--- src/rtl/counter_arbiter.sv ---
`default_nettype none
// ============================================================================
// Module   : counter_arbiter
// Brief    : Round-robin arbiter granting one of four requesters bounded
//            bursts of access to a shared counter's increment strobe.
// Revision : 1.0 - initial release
// ============================================================================
module counter_arbiter #(
    parameter int MAX_BURST = 4
) (
    input  logic       clk,
    input  logic       rst,
    input  logic [3:0] req,
    input  logic [3:0] inc,
    output logic [3:0] gnt,
    output logic [1:0] owner,
    output logic       up,
    output logic [3:0] burst_cnt,
    output logic       busy
);

    localparam logic [1:0] C_ST_IDLE   = 2'd0;
    localparam logic [1:0] C_ST_GRANT  = 2'd1;
    localparam logic [1:0] C_ST_GAP    = 2'd2;
    localparam logic [3:0] C_LAST_BEAT = 4'(MAX_BURST - 1);

    logic [1:0] state_q, state_d;
    logic [3:0] gnt_q, gnt_d;
    logic [1:0] owner_q, owner_d;
    logic [3:0] burst_q, burst_d;

    logic       w_any_req;
    logic       w_grant_end;
    logic [1:0] w_winner;

    // Search begins just above the last owner, so a requester that has just
    // been served drops to the back of the queue.
    function automatic logic [1:0] rr_pick(input logic [3:0] r, input logic [1:0] last);
        logic [1:0] idx;
        logic [1:0] pick;
        logic       found;
        pick  = last;
        found = 1'b0;
        for (int k = 1; k <= 4; k++) begin
            idx = last + 2'(k);
            if (!found && r[idx]) begin
                pick  = idx;
                found = 1'b1;
            end
        end
        return pick;
    endfunction

    assign w_any_req   = |req;
    assign w_winner    = rr_pick(req, owner_q);
    assign w_grant_end = !req[owner_q] || (burst_q == C_LAST_BEAT);

    always_comb begin
        state_d = state_q;
        gnt_d   = gnt_q;
        owner_d = owner_q;
        burst_d = burst_q;
        case (state_q)
            C_ST_IDLE, C_ST_GAP: begin
                burst_d = 4'd0;
                if (w_any_req) begin
                    state_d = C_ST_GRANT;
                    gnt_d   = 4'b0001 << w_winner;
                    owner_d = w_winner;
                end else begin
                    state_d = C_ST_IDLE;
                    gnt_d   = 4'b0000;
                end
            end
            C_ST_GRANT: begin
                if (w_grant_end) begin
                    state_d = C_ST_GAP;
                    gnt_d   = 4'b0000;
                    burst_d = 4'd0;
                end else begin
                    burst_d = burst_q + 4'd1;
                end
            end
            default: begin
                state_d = C_ST_IDLE;
                gnt_d   = 4'b0000;
                burst_d = 4'd0;
            end
        endcase
    end

    // Owner resets to 3 so requester 0 is first in line after reset.
    always_ff @(posedge clk) begin
        if (rst) begin
            state_q <= C_ST_IDLE;
            gnt_q   <= 4'b0000;
            owner_q <= 2'd3;
            burst_q <= 4'd0;
        end else begin
            state_q <= state_d;
            gnt_q   <= gnt_d;
            owner_q <= owner_d;
            burst_q <= burst_d;
        end
    end

    assign gnt       = gnt_q;
    assign owner     = owner_q;
    assign burst_cnt = burst_q;
    assign busy      = (state_q == C_ST_GRANT) || (state_q == C_ST_GAP);
    assign up        = gnt_q[owner_q] & req[owner_q] & inc[owner_q];

endmodule
`default_nettype wire

--- config.mk ---
export PLATFORM = sky130hd
export DESIGN_NAME = counter_arbiter
export DESIGN_NICKNAME = d
export VERILOG_FILES = /design/src/rtl/counter_arbiter.sv
export SDC_FILE = /design/constraint.sdc
export NUM_CORES = 1
export LEC_CHECK = 0
export BUFFER_PORTS_ARGS = -buffer_cell sky130_fd_sc_hd__buf_4
export CAP_MARGIN = 5
export CELL_PAD_IN_SITES_DETAIL_PLACEMENT = 0
export CELL_PAD_IN_SITES_GLOBAL_PLACEMENT = 2
export CORE_MARGIN = 2
export CORE_UTILIZATION = 29
export DETAILED_ROUTE_END_ITERATION = 6
export PLACE_DENSITY = 0.88
export SLEW_MARGIN = 10
export SYNTH_ARGS = -nofsm -noshare
export SYNTH_HDL_FRONTEND = slang
export SYNTH_SLANG_ARGS = --single-unit
--- constraint.sdc ---
create_clock -name clk -period 1.87 [get_ports clk]
set_input_delay 0.374 -clock clk [delete_from_list [all_inputs] [get_ports clk]]
set_output_delay 0.374 -clock clk [all_outputs]
set_load 0.02 [all_outputs]
==> impl_metrics.csv <==
group,metric,value,unit
outcome,run_status,"completed",
route,number_of_drc_violations_after_detailed_routing_iteration_0,9,
worst_hold_path,min_delay_path_depth,2,
layout,layout.nets,114,
sta,min_period_over_period,0.961,
route,route.final.wire_length,1470,µm
route,detail_route.first_pass.iterations,4,
cts,cts-buffers-inserted,3,
die,initial_utilization,0.310,
placement,placement.cell_area,891,µm²
die,chipWidth,53.1,µm
grt,grt_util_all_layers,0.119,
sta,slew_headroom,0.702,
placement,io_buffer_count,21,
worst_setup_path,worst_r2r_startpoint,"owner[0]",
pwr,pwr-share-comb,0.535,
sta,finalCriticalPeriod,1.80,ns
worst_setup_path,regToRegEndpoint,"gnt[0]",
grt,grt_antenna_before_repair,0,
cts,clock-sinks,12,
worst_setup_path,worst_ep_required,1.50,ns
worst_hold_path,timing.hold.worst.class,"primary input to flop",
placement,post-dp-hpwl,1160,µm
worst_setup_path,reg2reg_depth,5,
sta,rsz_0062_raised_after_global_routing,"no",
yosys,synth_cells,71,
pwr,seq_power_share,0.307,
die,die_y,53.1,µm
pwr,power_report.internal_total,0.000784,W
grt,grt_start_max_net_pins,9,
worst_hold_path,hp-start,"rst",
cts,clk_pin_slew,0.08,ns
sta,timing_max_transition_violations_final,0,
placement,gp_routability_congestion,0.739,
pwr,sw_frac_of_total,0.404,
yosys,synth_common_cells,"12 x dfxtp_1, 6 x ha_1, 6 x nor2_1",
route,detail-route-antenna-nets,0,
worst_setup_path,max_fo_critical_path,2,
layout,post-route-util,0.416,
yosys,synth_area,698,µm²
cts,tritoncts,"yes",
cts,h-tree-depth,1,
layout,area_delta_synth_final,34.2,%
cts,clock_tree.root_cell,"clkbuf_4",
pwr,power_switching,0.000532,W
worst_setup_path,worstSetupEndpointType,"primary output",
grt,overflow,0,
yosys,synth-edff-count,0,
yosys,yosys_top_cell_area_share,0.344,
die,floorplan.die_area,2820,µm²
yosys,synthesis.nets,87,
route,vias_per_cell,4.82,
die,rows,17,
yosys,synthMostInstantiatedCell,"dfxtp_1",
yosys,ys.warnings.count,0,
worst_setup_path,worst_ep_arrival_time,1.42,ns
yosys,ys_types,31,
pwr,power.total,0.00132,W
layout,nFillCells,239,
layout,antenna_cells,0,
pwr,power.leakage,0.419,nW
worst_setup_path,r2r_setup_slack,0.19,ns
yosys,synth.area.top_cells,"dfxtp_1 34%, ha_1 11%, a32o_1 5.7%",
die,core-area,2250,µm²
worst_setup_path,worst_path_class_setup,"flop to primary output",
flow_run,cap_violations,0,
cts,clock_latency_on_the_worst_skew_pair,0.28,ns
yosys,sequential_share_of_the_synthesized_area,0.344,
layout,drive_gt1_frac,0.351,
worst_setup_path,start_kind,"flop",
route,wire_per_inst,11.8,µm
layout,final_area,937,µm²
die,pin_count,22,
yosys,synth_flop_cell,"dfxtp_1",
sta,fmaxAchievable,556,MHz
yosys,synth.avg_cell_area,9.83,µm²
yosys,synth.largest_area_cell,"dfxtp_1",
sta,worstMarginPinSlew,0.443,ns
pwr,clockPowerShare,0.158,
grt,first_global_vias,545,
sta,clock_skew,0.00455,ns
sta,timing_hold_violations_final,0,
pwr,power-per-cell-area,1400,nW/µm²
sta,finalSetupTns,0,ns
pwr,ir_drop,653,µV
route,routed-via-count,603,
sta,finalSetupViolations,0,
worst_hold_path,hold-path-endpoint,"state_q[1]",
grt,wire_length_of_the_first_global_routing_pass,2350,µm
route,drt_drc_violations_left,0,
cts,clockBufferDepth,2,
yosys,synth_register_bits,12,
yosys,synth-async-reset-ratio,0,
worst max path at each step:
stage	start	to	slack (ns)	cells past startpoint
2_1_floorplan	owner[0]	gnt[0]	0.11	5
3_3_place_gp	req[3]	gnt[3]	0.16	5
3_5_place_dp	req[3]	gnt[0]	0.15	5
4_1_cts	owner[0]	up	0.04	3
5_1_grt	owner[0]	up	0.004	3
6_report	owner[0]	up	0.07	3
timing repair:
item                                    4_1_cts  5_1_grt
setup buffers                                 1        0
endpoints found under the hold margin         0        0
endpoints found under the setup margin        1        1
gates resized for setup                       0        2
hold buffers                                  0        0
sequential cells by signal, summed over array words and instances, names as in the netlist:
register and count:
gnt 4, state_q 2, owner 2, burst_cnt 4
per-layer routing:
layer,track usage,share of wire
met1,0.135,0.41
met2,0.198,0.51
met3,0.0537,0.077
met4,0.0385,0
met5,0,0
final cells by class:
type                    instances  area, µm²  area share
inverters                       5       18.8      0.0200
multi-input cells              52        424       0.453
repair buffers                 24        180       0.192
flip-flops and latches         12        243       0.259
clock buffers                   4       36.3      0.0387
well taps                      28       35.0      0.0374
cells by family (layout without fill, tap and decap cells):
kind of cell / after synthesis / count (layout) / share of synthesized area
buffers and inverters: 7 / 33 / 0.0484
muxes: 3 / 3 / 0.0609
adders and majority gates: 6 / 6 / 0.108
and+or+nand+nor: 25 / 25 / 0.203
AOI/OAI and AO/OA: 16 / 16 / 0.211
DFF: 12 / 12 / 0.344
xor gates and xnor gates: 2 / 2 / 0.0251
power groups by stage:
stage / clock network, W / registers [W] / logic (W)
floorplan: 0 / 0.000446 / 0.000440
global placement: 0 / 0.000403 / 0.000695
detailed placement: 0 / 0.000406 / 0.000692
CTS: 0.000212 / 0.000400 / 0.000710
global route: 0.000230 / 0.000419 / 0.000772
finish: 0.000208 / 0.000404 / 0.000704
layout by cell type, fill, tap and decap left out, types with 2 or more instances in the layout:
cell type	count
inv_1	5
or3_1	2
o211ai_1	3
dfxtp_1	10
a21oi_1	2
a32o_1	4
buf_4	24
nand3_1	3
nor2_1	6
clkbuf_4	3
mux2i_1	2
dfxtp_2	2
nand2b_1	2
ha_1	6
nand2_1	5
critical path: stages (launching register included):
cell and delay (ns):
dfxtp_2 0.34, mux4_2 0.51, o211a_1 0.14, buf_4 0.16
metrics by stage:
stage	instances	hold slack [ns]	worst slack, ns
2_1_floorplan	71	0.446	0.114
3_3_place_gp	120	0.449	0.161
6_report	125	0.296	0.0726
5_1_grt	125	0.298	0.00354
3_5_place_dp	120	0.469	0.148
4_1_cts	125	0.292	0.0449
Note: power is estimated with default switching activity, not from simulation.
